### config.mk
export PLATFORM = sky130hd
export DESIGN_NAME = sync_fifo_nbit
export DESIGN_NICKNAME = d
export VERILOG_FILES = /design/src/rtl/sync_fifo_nbit.sv
export SDC_FILE = /design/constraint.sdc
export NUM_CORES = 1
export LEC_CHECK = 0
export CAP_MARGIN = 10
export CELL_PAD_IN_SITES_DETAIL_PLACEMENT = 1
export CELL_PAD_IN_SITES_GLOBAL_PLACEMENT = 1
export CORE_MARGIN = 2
export CORE_UTILIZATION = 40
export CTS_CLUSTER_DIAMETER = 150
export CTS_CLUSTER_SIZE = 20
export DETAILED_ROUTE_END_ITERATION = 10
export HOLD_SLACK_MARGIN = 0.02
export PLACE_DENSITY_LB_ADDON = 0.1
export SYNTH_ARGS = -nofsm -noshare
export SYNTH_HDL_FRONTEND = slang
export SYNTH_SLANG_ARGS = --single-unit
### constraint.sdc
create_clock -name clk -period 4.6 [get_ports clk]
set_clock_uncertainty 0.2 [all_clocks]
set_input_delay 1.38 -clock clk [delete_from_list [all_inputs] [get_ports clk]]
set_output_delay 1.38 -clock clk [all_outputs]
set_load 0.01 [all_outputs]
### src/rtl/sync_fifo_nbit.sv
// sync_fifo_nbit: parametrised single-clock FIFO with a registered read port.
// Define FIFO_ERR_FLAG_EN to add sticky overflow/underflow flags with err_clr.
module sync_fifo_nbit #(
    parameter int WIDTH    = 8,
    parameter int DEPTH    = 16,
    parameter int AF_LEVEL = 14,
    parameter int AE_LEVEL = 2
) (
    input  logic                   clk,
    input  logic                   reset_n,
    input  logic                   wr_en,
    input  logic [WIDTH-1:0]       wr_data,
    input  logic                   rd_en,
    output logic [WIDTH-1:0]       rd_data,
    output logic                   full,
    output logic                   empty,
    output logic                   almost_full,
    output logic                   almost_empty,
    output logic [$clog2(DEPTH):0] count
`ifdef FIFO_ERR_FLAG_EN
    ,
    input  logic                   err_clr,
    output logic                   overflow,
    output logic                   underflow
`endif
);

    localparam int AW = $clog2(DEPTH);
    localparam int CW = AW + 1;

    logic [WIDTH-1:0] mem [DEPTH];
    logic [AW-1:0]    wr_ptr;
    logic [AW-1:0]    rd_ptr;
    logic             wr_acc;
    logic             rd_acc;

    // Handshake: wr_en/rd_en are single-cycle requests with no ready return;
    // a request is taken on the edge where its *_acc term is high, else dropped.
    // A read frees a slot in the same edge, so a full FIFO still takes a write.
    assign wr_acc = wr_en & (~full | rd_en);
    assign rd_acc = rd_en & ~empty;

    assign full         = (count == CW'(DEPTH));
    assign empty        = (count == '0);
    assign almost_full  = (count >= CW'(AF_LEVEL));
    assign almost_empty = (count <= CW'(AE_LEVEL));

    // Storage is deliberately left unreset.
    always_ff @(posedge clk) begin
        if (wr_acc) begin
            mem[wr_ptr] <= wr_data;
        end
    end

    always_ff @(posedge clk or negedge reset_n) begin
        if (!reset_n) begin
            wr_ptr  <= '0;
            rd_ptr  <= '0;
            count   <= '0;
            rd_data <= '0;
        end else begin
            if (wr_acc) begin
                wr_ptr <= wr_ptr + AW'(1);
            end
            if (rd_acc) begin
                rd_data <= mem[rd_ptr];
                rd_ptr  <= rd_ptr + AW'(1);
            end
            case ({wr_acc, rd_acc})
                2'b10:   count <= count + CW'(1);
                2'b01:   count <= count - CW'(1);
                default: count <= count;
            endcase
        end
    end

`ifdef FIFO_ERR_FLAG_EN
    // A set condition in the same cycle as err_clr keeps the flag set.
    always_ff @(posedge clk or negedge reset_n) begin
        if (!reset_n) begin
            overflow  <= 1'b0;
            underflow <= 1'b0;
        end else begin
            if (wr_en & full & ~rd_en) begin
                overflow <= 1'b1;
            end else if (err_clr) begin
                overflow <= 1'b0;
            end
            if (rd_en & empty) begin
                underflow <= 1'b1;
            end else if (err_clr) begin
                underflow <= 1'b0;
            end
        end
    end
`endif

endmodule

Yosys cells after proc, flatten, opt, wreduce, memory -nomap -nowiden
Memory sizes are Yosys's and may differ from the RTL's. A register that Yosys moved wholly into a read port is not among the register bits. Cells that the tools add are included. W data, S select, Z words.

$add $sub $neg: 4. Magnitude comparators: 2. Eq/ne operators: 3. Mux-type cells: 3. Bitwise operators: 5. Reduce and logical (&&, ||, !) cells: 3.

Operator list (number): $pmux W5 S2 (1); $add A4 B1 Y4 const B (2); $add A5 B1 Y5 const B (1); $eq A5 B5 Y1 const B (1); $ge A5 B4 Y1 const B (1); $le A5 B2 Y1 const B (1); $logic_not A5 Y1 (1); $sub A5 B1 Y5 const B (1); $and A1 B1 Y1 (2); $eq A2 B1 Y1 const B (1); $eq A2 B2 Y1 const B (1); $mux W1 (2); $not A1 Y1 (2); $reduce_bool A2 Y1 (1); $logic_not A1 Y1 (1); $or A1 B1 Y1 (1).

Register bits after elaboration: 13. Memory bits (writable): 128. Input port bits: 12. Word-level logic and storage cells: 24. Memories kept: 1.

Memory list: mem (depth 16, bits a word 8, read ports 1, clocked after Yosys merged registers in 1, wr ports 1, line 31) `logic [WIDTH-1:0] mem [DEPTH];`.

Depth between registers and ports, before layout
Gate-level depths: netlist of the first run.

Word-level depth: 6. Depth in mapped cells: 12.

Worst setup path after synthesis of the first run
No wires, ideal clock.

Kind: input -> register. From: in rd_en. To: reg count[4]. Setup time: 0.127 ns. Data arrival time: 3.112 ns. Data required time: 4.273 ns. Setup slack: 1.160 ns. Stages: 10. Buffers on the path: 0. Cell sequence: o21a_1 -> inv_2 -> ha_1 -> inv_1 -> fa_1 -> nor2b_1 -> o21ai_1 -> nand3_1 -> or3b_1 -> xnor2_1.

Cells in the longest elaborated chain, start to end: 4.

RTL lines: from (decl) (line 13) `input logic rd_en,`; $or A1 B1 Y1 (line 40) `assign wr_acc = wr_en & (~full | rd_en);`; $and A1 B1 Y1 (line 40); $eq A2 B1 Y1 / $eq A2 B2 Y1 (equally long branches) (line 69) `case ({wr_acc, rd_acc})`; $pmux W5 S2 / $reduce_bool A2 Y1 (equally long branches); to (signal assigned) (line 70) `2'b10: count <= count + CW'(1);`; to (signal assigned) (line 71) `2'b01: count <= count - CW'(1);`; to (signal assigned) (line 72) `default: count <= count;`; to (decl) (line 19) `output logic [$clog2(DEPTH):0] count`.

Parallel ways exist; a longest one is shown, timed or not. A chain may end at the register's enable or synchronous reset.

Worst setup path after layout of the first run
From: reg count[4]. To: out empty.

Cells in the longest elaborated chain, start to end: 1.

RTL lines: $logic_not A5 Y1 (line 44) `assign empty = (count == '0);`; to (decl) (line 16) `output logic empty,`.

No other way between the ends.

==> impl_metrics.toml, run 1 <==
[status]
status = "complete, no violations"

[global_routing]
grt_first_pass_wirelength_um = 19400
gr-total-overflow = 0
maximum_number_of_pins_on_one_net_before_global_route_repair = 26
antenna_violations_before_repair = 0
via_count_of_the_first_global_routing_pass = 3209
grt.total_usage_pct = 17.1

[floorplanning]
io_pins = 29
core_mm2 = 0.0145
num_rows = 44
die_h_um = 126
floorplan.die.width_um = 126
initial_core_utilization_pct = 41.0
fp.dieArea_mm2 = 0.0159

[yosys]
synth_top_area_cell = "sky130_fd_sc_hd__edfxtp_1"
synth_cell_type_count = 36
post_synth_inst_count = 312
synth_ff_type = "sky130_fd_sc_hd__edfxtp_1"
ys_top_cells_by_area = "sky130_fd_sc_hd__edfxtp_1 (64%), sky130_fd_sc_hd__mux4_2 (12%), sky130_fd_sc_hd__dfrtp_1 (8.8%)"
yosys_warnings = 0
synth.yosys.seq_area_share_pct = 73.2
synth-edff-count = 128
synth.avg_cell_area_um2 = 19.1
syn-cell-area_mm2 = 0.00597
ys_ff_latch = 149
yosysMostFrequentCell = "sky130_fd_sc_hd__edfxtp_1"
ys_top_cells_by_count = "sky130_fd_sc_hd__edfxtp_1 (128), sky130_fd_sc_hd__mux4_2 (33), sky130_fd_sc_hd__nand2_1 (23), sky130_fd_sc_hd__dfrtp_1 (21), sky130_fd_sc_hd__and2_1 (16)"
post-synth-top-area-fraction_pct = 64.4
syn_nets = 334
synth_async_sr_flop_share_pct = 14.1

[timing]
hold_violations = 0
maxSlewViolCount = 0
timing.setup.tns_ps = 0
setup_violations = 0
final.period_utilization_pct = 82.7
max_freq_mhz = 263
grt_setup_unrepaired = "no"
maxSlewHeadroom_pct = 41.8
period_minus_slack_ps = 3810
worst-slew-pin-transition_ps = 873

[critical_path]
reg2reg_from = "count[4]"
setup.worst_path.start_class = "flip-flop"
timing.reg2reg.setup_slack_ps = 1430
reg_to_reg_critical_path_endpoint = "count[4]"
timing.critical_path.required_ps = 3020
worst-path-buf-inv = 2
reg2reg_depth = 11
critical_path.endpoint_type = "primary output"
crit_arrival_ps = 2230
critPathMaxStageDelay_ps = 520
critical_path_peak_fanout = 5
setup.worst_path.class = "flip-flop to primary output"
cpMostUsedCell = "sky130_fd_sc_hd__or3_1"
cpMaxStageDelayCell = "sky130_fd_sc_hd__clkdlybuf4s50_1"
cp_cell_sequence = "or3_1 > or3_1 > inv_2 > clkdlybuf4s50_1"
timing.critical_path.max_delay_family = "simple AND/OR/NAND/NOR gates"

[clock_tree]
post-cts-setup-buffers = 0
clk_path_buf_depth = 2
clock_tree.htree_level_count = 4
cts_repair_resize_count = 0
tritoncts = "yes"
ctsHoldBuffers = 0
cts-buffers-inserted = 17
worst_skew_pair.late_latency_ps = 420
clkTransAtPathRegs_ps = 60
root_buffer_cell = "sky130_fd_sc_hd__clkbuf_16"
clock-sinks = 149

[finish]
layout.nets = 372
final_core_density_pct = 48.3
flow.area_growth_from_synthesis_pct = 17.8
n_antenna_cell = 0
layout-drive-gt1-share_pct = 20.9

[drt]
vias = 2871
firstDrtPassIters = 4
postRouteAntennaNets = 0
drt-wirelength-per-cell_um = 22.7
remaining_drc_errors = 0
postRouteWirelength_um = 12400
initialDrtViolationCount = 278
vias_per_cell = 5.25

[hold_path]
hold_depth = 2
hold_start = "rd_data[1]"
worstHoldEndpoint = "rd_data[1]"
worstHoldPathType = "flip-flop to flip-flop"

[power]
max_rail_drop_vdd_uv = 289
leakage_uw = 0.00237
power_density_mw_per_mm2 = 634

[place]
port_buffer_count = 28
dp_hpwl_um = 7960
gp_congestion = 0.711

[job]
max-cap-violations = 0
## cell usage in the layout, fill, tap and decap left out, types with 2 or more instances in the layout
cell type,n
sky130_fd_sc_hd__a21oi_1,3
sky130_fd_sc_hd__clkinvlp_4,6
sky130_fd_sc_hd__dfrtp_1,20
sky130_fd_sc_hd__or3_1,2
sky130_fd_sc_hd__xor2_1,2
sky130_fd_sc_hd__clkinv_2,2
sky130_fd_sc_hd__buf_4,4
sky130_fd_sc_hd__nand4_1,2
sky130_fd_sc_hd__xnor2_1,8
sky130_fd_sc_hd__clkinv_4,4
sky130_fd_sc_hd__inv_2,3
sky130_fd_sc_hd__o221ai_1,7
sky130_fd_sc_hd__mux4_2,33
sky130_fd_sc_hd__edfxtp_1,128
sky130_fd_sc_hd__bufinv_16,2
sky130_fd_sc_hd__clkbuf_16,17
sky130_fd_sc_hd__inv_1,7
sky130_fd_sc_hd__and2_1,16
sky130_fd_sc_hd__nor3b_1,2
sky130_fd_sc_hd__ha_1,9
sky130_fd_sc_hd__o21ai_1,10
sky130_fd_sc_hd__clkdlybuf4s50_1,28
sky130_fd_sc_hd__mux2i_1,8
sky130_fd_sc_hd__nand2_1,23
## registers in the layout, indices dropped and copies added, names as in the netlist
register / cells
wr_ptr: 4
rd_ptr: 4
mem: 128
rd_data: 8
count: 5
## how the worst max path moves through the flow
stage / to / slack, ps / depth (start not counted) / start
after floorplan: count[4] / 1160 / 10 / rd_en
after global placement: count[4] / 580 / 11 / rd_en
after detailed placement: count[4] / 530 / 10 / rd_en
after CTS: empty / 750 / 4 / count[4]
after global routing: empty / 700 / 4 / count[4]
final: empty / 790 / 4 / count[4]
## metrics by stage
stage | std cells | instance area (um2) | power [uW] | hold WS, ps | setup WS [ps]
after detailed placement | 515 | 6440 | 3170 | 278 | 525
after CTS | 547 | 7030 | 4520 | 292 | 754
after global routing | 547 | 7030 | 4690 | 319 | 695
after floorplan | 312 | 5970 | 2700 | 293 | 1160
final | 547 | 7030 | 4450 | 285 | 794
after global placement | 515 | 6440 | 3150 | 268 | 580
## metal layers
| metal | track usage, % | vias up | share of wire, % |
|---|---|---|---|
| met4 | 6.01 | 0 | 1.5 |
| met2 | 28.1 | 53 | 51 |
| met1 | 22.5 | 1495 | 44 |
| met5 | 0 | - | 0 |
| met3 | 3.78 | 15 | 3.5 |
| li1 | - | 1308 | - |
## power by group
| group | internal, uW | switching (uW) |
|---|---|---|
| Clock | 799 | 548 |
| Sequential | 1680 | 242 |
| Combinational | 631 | 551 |
## logic make-up after synthesis
| logic type | synth area share (%) |
|---|---|
| and+or+nand+nor | 4.74 |
| muxes | 14.0 |
| buffers and inverters | 1.74 |
| AOI/OAI and AO/OA | 2.60 |
| adders and majority gates | 2.22 |
| DFF | 73.2 |
| xor gates and xnor gates | 1.47 |
## layout make-up
type / instances / area [um2]
Sequential cell: 149 / 4370
Fill cell: 1357 / 7510
Clock buffer: 17 / 425
Tap cell: 184 / 230
Multi-Input combinational cell: 140 / 1490
Clock inverter: 15 / 159
Timing Repair Buffer: 32 / 310
Inverter: 10 / 37.5
## tightest hold or removal path: cells and delay by family (launching register included)
kind | cells | cell delay [ps]
and+or+nand+nor | 1 | 50
AOI/OAI and AO/OA | 1 | 60
DFF | 1 | 340
Note: power is estimated with default switching activity, not from simulation.
==> inputs of run 2 (changes only) <==
==> constraint.sdc (replaced) <==
create_clock -name clk -period 3.9 [get_ports clk]
set_clock_uncertainty 0.2 [all_clocks]
set_input_delay 1.17 -clock clk [delete_from_list [all_inputs] [get_ports clk]]
set_output_delay 1.17 -clock clk [all_outputs]
set_load 0.01 [all_outputs]
==> run 2 against run 1 <==
Sequential cell count stayed put. Global-route usage is 0.27 points lower. Worst setup slack worse by 480 ps. Clock power grew 18%. Register-to-register slack got worse by 650 ps. Worst hold slack improved by 0.74 ps. Die area is the same. Clock-buffer cell count rose by 12. Core utilization is 0.35 points higher. Critical path type unchanged. Largest power group unchanged.
==> impl_metrics.toml, run 2 (synthesized netlist as in run 1, its figures left out) <==
[timing]
hold_violations = 0
timing.setup.tns_ps = 0
max_freq_mhz = 279
period_minus_slack_ps = 3580
hold_ws_ps = 286
maxSlewViolCount = 0
maxSlewHeadroom_pct = 40.3
setup_violations = 0
worst-slew-pin-transition_ps = 895
grt_setup_unrepaired = "no"
final.period_utilization_pct = 91.9

[floorplanning]
core_mm2 = 0.0145
io_pins = 29
initial_core_utilization_pct = 41.0
num_rows = 44
die_h_um = 126
fp.dieArea_mm2 = 0.0159
floorplan.die.width_um = 126

[finish]
largest_register_ff_count = 128
most_common_library_cell_in_the_layout_ignoring_fill_and_taps = "sky130_fd_sc_hd__edfxtp_1"
layout.nets = 378
final.fill_count = 1381
largest_registers = "mem (128), rd_data (8), count (5)"
n_antenna_cell = 0
layout.cell_area.non_filler_mm2 = 0.00708
layout-drive-gt1-share_pct = 21.1
final_cell_mix = "sky130_fd_sc_hd__edfxtp_1 (128), sky130_fd_sc_hd__mux4_2 (33), sky130_fd_sc_hd__clkdlybuf4s50_1 (28), sky130_fd_sc_hd__nand2_1 (23), sky130_fd_sc_hd__dfrtp_1 (20)"
most_flops_register = "mem"
sequential_cell_area_mm2 = 0.00437
flow.area_growth_from_synthesis_pct = 18.6
area_of_the_multi_input_gates_mm2 = 0.00149

[job]
max-cap-violations = 0

[critical_path]
timing.critical_path.required_ps = 2530
setup.worst_path.start_class = "flip-flop"
critical_path_peak_fanout = 5
critical_path.endpoint_type = "primary output"
setup.worst_path.class = "flip-flop to primary output"
crit_arrival_ps = 2210

[clock_tree]
clkTransAtPathRegs_ps = 60
cts_repair_resize_count = 0
post-cts-setup-buffers = 0
tritoncts = "yes"
clock_tree.htree_level_count = 4
cts-buffers-inserted = 17
worst_skew_pair.late_latency_ps = 410
clock-sinks = 149
ctsHoldBuffers = 0
root_buffer_cell = "sky130_fd_sc_hd__clkbuf_16"
clk_path_buf_depth = 2

[global_routing]
gr-usage-met1_pct = 22.4
groute.layer.met3.usage_pct = 4.46
maximum_number_of_pins_on_one_net_before_global_route_repair = 22
antenna_violations_before_repair = 0
grt.met2_usage_pct = 26.9
via_count_of_the_first_global_routing_pass = 3209
grt.total_usage_pct = 16.8
gr-total-overflow = 0
grt_first_pass_wirelength_um = 19200
grt_busiest_layer = "met2"

[power]
cell_internal_pwr_uw = 3750
power.share.switching_pct = 28.7
total_switching_power_uw = 1510
post-layout-total-power_uw = 5260
power_density_mw_per_mm2 = 743
leakage_uw = 0.00243
power.sequential.fraction_pct = 42.9
clockPowerShare_pct = 30.3
max_rail_drop_vdd_uv = 330
combinationalPowerShare_pct = 26.8

[place]
dp_hpwl_um = 7740
port_buffer_count = 28
gp_congestion = 0.694
postPlaceCellArea_mm2 = 0.00649

[status]
status = "complete, no violations"

[drt]
remaining_drc_errors = 0
vias_per_cell = 5.25
firstDrtPassIters = 4
postRouteWirelength_um = 12200
vias = 2906
postRouteAntennaNets = 0
drt-wirelength-per-cell_um = 22.1
initialDrtViolationCount = 186

[hold_path]
worstHoldPathType = "flip-flop to flip-flop"
## run 2: cell types whose count changed in the layout (fill, tap and decap cells not counted), moves of 4 or more
cell and change:
sky130_fd_sc_hd__clkinvlp_4 -6, sky130_fd_sc_hd__clkinv_4 -4, sky130_fd_sc_hd__buf_4 +6, sky130_fd_sc_hd__clkbuf_1 +4, sky130_fd_sc_hd__clkbuf_8 +8
## run 2: power groups by stage
stage | sequential (uW) | clock, uW | combinational [uW]
after floorplan | 2150 | 0 | 1040
after global placement | 2290 | 0 | 1430
after detailed placement | 2300 | 0 | 1450
after CTS | 2270 | 1630 | 1450
after global routing | 2310 | 1690 | 1530
final | 2250 | 1590 | 1410
## run 2: critical path, stage by stage, from the launching register on
cell and delay, ps:
sky130_fd_sc_hd__dfrtp_1 440, sky130_fd_sc_hd__or3_1 400, sky130_fd_sc_hd__or3_1 370, sky130_fd_sc_hd__inv_2 60, sky130_fd_sc_hd__clkdlybuf4s50_1 530
## run 2: layout make-up
class | count | area share, %
clock buffer | 29 | 7.78
inverter | 10 | 0.530
clock inverter | 3 | 0.566
tap | 184 | 3.25
timing repair buffer | 38 | 5.02
multi-input combinational | 140 | 21.1
sequential | 149 | 61.8
## run 2: routing by layer
metal  share of wire (%)  vias to the layer above
li1                    -                     1317
met1                  44                     1516
met2                  51                       62
met3                 4.0                       11
met4                 1.1                        0
met5                   0                        -
## run 2: stage by stage
stage / std cells / util (%) / setup slack [ps]
6_report: 553 / 48.7 / 316
2_1_floorplan: 312 / - / 670
5_1_grt: 553 / 48.7 / 243
3_3_place_gp: 521 / 44.6 / 181
4_1_cts: 553 / 48.7 / 279
3_5_place_dp: 521 / 44.6 / 116
## run 2: final timing paths
check	slack, ps	start	cells past startpoint	to
setup / recovery	320	count[4]	4	empty
hold / removal	290	rd_data[2]	2	rd_data[2]
setup reg to reg	780	count[4]	11	count[4]
hold reg to reg	290	rd_data[2]	2	rd_data[2]
max in group asynchronous	2300	reset_n	2	rd_ptr[2]
min in group asynchronous	930	reset_n	2	rd_data[6]
==> inputs of run 3 (changes only) <==
--- a/config.mk
+++ b/config.mk
@@ -14,7 +14,8 @@
 export CTS_CLUSTER_SIZE = 20
 export DETAILED_ROUTE_END_ITERATION = 10
 export HOLD_SLACK_MARGIN = 0.02
-export PLACE_DENSITY_LB_ADDON = 0.1
+export PLACE_DENSITY = 0.74
+export RECOVER_POWER = 25
 export SYNTH_ARGS = -nofsm -noshare
 export SYNTH_HDL_FRONTEND = slang
 export SYNTH_SLANG_ARGS = --single-unit
==> run 3 against run 2 <==
The flow now finishes with violations (capacitance limit, slew limit). Sequential share of layout area shrank 0.054 points. Cell area barely moved. Global-route usage is 0.38 points higher. Worst hold slack gained 10 ps. Final cell count fell by 0.72%. Combinational power is essentially flat. Clock power is 10% higher. Register-to-register slack worse by 130 ps. Fmax fell by 0.38%. Clock-buffer cell count shrank 11. Critical path depth unchanged. Critical path type unchanged.
==> impl_metrics.toml, run 3 (synthesized netlist as in run 1, its figures left out) <==
[critical_path]
critical_path.endpoint_type = "primary output"
setup.worst_path.start_class = "flip-flop"
reg_to_reg_critical_path_endpoint = "rd_data[3]"
reg2reg_from = "rd_ptr[1]"
cpMostUsedCell = "sky130_fd_sc_hd__or3_1"
cp_cell_sequence = "or3_1 > or3_1 > inv_2 > clkdlybuf4s50_1"
worst-path-buf-inv = 2
timing.critical_path.required_ps = 2530
critical_path_peak_fanout = 5
reg2reg_depth = 4
timing.reg2reg.setup_slack_ps = 650
worst-path-stages = 4
cpMaxStageDelayCell = "sky130_fd_sc_hd__clkdlybuf4s50_1"
critPathMaxStageDelay_ps = 530
crit_arrival_ps = 2230
setup.worst_path.class = "flip-flop to primary output"
timing.critical_path.max_delay_family = "simple AND/OR/NAND/NOR gates"

[timing]
maxSlewViolCount = 22
setup_violations = 0
grt_setup_unrepaired = "no"
maxSlewHeadroom_pct = -15.2
max_freq_mhz = 278
timing.setup.tns_ps = 0
hold_violations = 0
worst-slew-pin-transition_ps = 1730
final.period_utilization_pct = 92.2
period_minus_slack_ps = 3600

[drt]
remaining_drc_errors = 0
initialDrtViolationCount = 283
postRouteWirelength_um = 12500
drt-wirelength-per-cell_um = 22.8
vias_per_cell = 5.33
postRouteAntennaNets = 0
firstDrtPassIters = 4
vias = 2927

[power]
power.share.switching_pct = 28.9
leakage_uw = 0.00241
cell_internal_pwr_uw = 3860
clockPowerShare_pct = 32.3
total_switching_power_uw = 1570
max_rail_drop_vdd_uv = 374
power.sequential.fraction_pct = 41.2
power_density_mw_per_mm2 = 767
combinationalPowerShare_pct = 26.5

[global_routing]
antenna_violations_before_repair = 0
grt_first_pass_wirelength_um = 19800
gr-total-overflow = 0
maximum_number_of_pins_on_one_net_before_global_route_repair = 22
via_count_of_the_first_global_routing_pass = 3436
grt.total_usage_pct = 17.2

[hold_path]
worstHoldPathType = "flip-flop to flip-flop"
worstHoldEndpoint = "rd_data[2]"
hold_start = "rd_data[2]"
hold_depth = 2

[floorplanning]
fp.dieArea_mm2 = 0.0159
die_h_um = 126
io_pins = 29
initial_core_utilization_pct = 41.0
num_rows = 44
core_mm2 = 0.0145
floorplan.die.width_um = 126

[status]
violated_checks = "capacitance limit, slew limit"
status = "finished with violations"

[clock_tree]
clock-sinks = 149
clkTransAtPathRegs_ps = 60
clk_path_buf_depth = 2
ctsHoldBuffers = 0
cts-buffers-inserted = 17
tritoncts = "yes"
cts_repair_resize_count = 0
root_buffer_cell = "sky130_fd_sc_hd__clkbuf_16"
post-cts-setup-buffers = 0
clock_tree.htree_level_count = 4
worst_skew_pair.late_latency_ps = 430

[place]
port_buffer_count = 28
dp.cells = 517
gp_congestion = 0.767
dp_hpwl_um = 7790

[finish]
most_flops_register = "mem"
layoutNonFillerInstCount = 549
final_cell_mix = "sky130_fd_sc_hd__edfxtp_1 (128), sky130_fd_sc_hd__mux4_2 (33), sky130_fd_sc_hd__nand2_1 (23), sky130_fd_sc_hd__clkdlybuf4s50_1 (21), sky130_fd_sc_hd__dfrtp_1 (20)"
layout.nets = 374
most_common_library_cell_in_the_layout_ignoring_fill_and_taps = "sky130_fd_sc_hd__edfxtp_1"
layout-drive-gt1-share_pct = 20.3
largest_register_ff_count = 128
final_core_density_pct = 48.7
largest_registers = "mem (128), rd_data (8), count (5)"
n_antenna_cell = 0
flow.area_growth_from_synthesis_pct = 18.7

[job]
max-cap-violations = 1
## run 3: worst reg2reg max path, delay by kind of cell (launching register included)
family          cells  cell delay [ps]
buf+inv             1             1290
mux                 1              680
flops               1              610
compound gates      2              360
## run 3: how the worst max path moves through the flow
stage	startpoint	endpoint	slack, ps
after floorplan	rd_en	count[4]	670
after global placement	rd_en	count[4]	180
after detailed placement	rd_en	count[4]	80
after CTS	count[4]	empty	260
after global routing	count[4]	empty	230
final	count[4]	empty	300
## run 3: cell type report
cell class	count	area (um2)
fill	1363	7450
clock buffer	18	429
tap	184	230
clock inverter	14	209
sequential	149	4370
timing repair buffer	34	314
inverter	10	37.5
multi-input combinational	140	1490
## run 3: power groups by stage
stage / clock network, uW / logic [uW] / registers [uW]
after floorplan: 0 / 1040 / 2150
after global placement: 0 / 1420 / 2250
after detailed placement: 0 / 1470 / 2270
after CTS: 1780 / 1480 / 2250
after global routing: 1840 / 1580 / 2280
final: 1750 / 1440 / 2240
## run 3: metrics by stage
| stage | worst slack [ps] | hold WS, ps | power [uW] | instance area (um2) |
|---|---|---|---|---|
| 2_1_floorplan | 670 | 293 | 3180 | 5970 |
| 3_3_place_gp | 183 | 266 | 3680 | 6460 |
| 3_5_place_dp | 80.5 | 287 | 3740 | 6460 |
| 4_1_cts | 262 | 299 | 5510 | 7090 |
| 5_1_grt | 228 | 325 | 5700 | 7080 |
| 6_report | 303 | 296 | 5430 | 7080 |
## run 3: routing by layer
layer	part of all wire (%)	vias up	GRT usage (%)
li1	-	1307	-
met1	41	1521	21.2
met2	52	81	28.6
met3	5.7	18	4.67
met4	2.0	0	7.30
met5	0	-	0
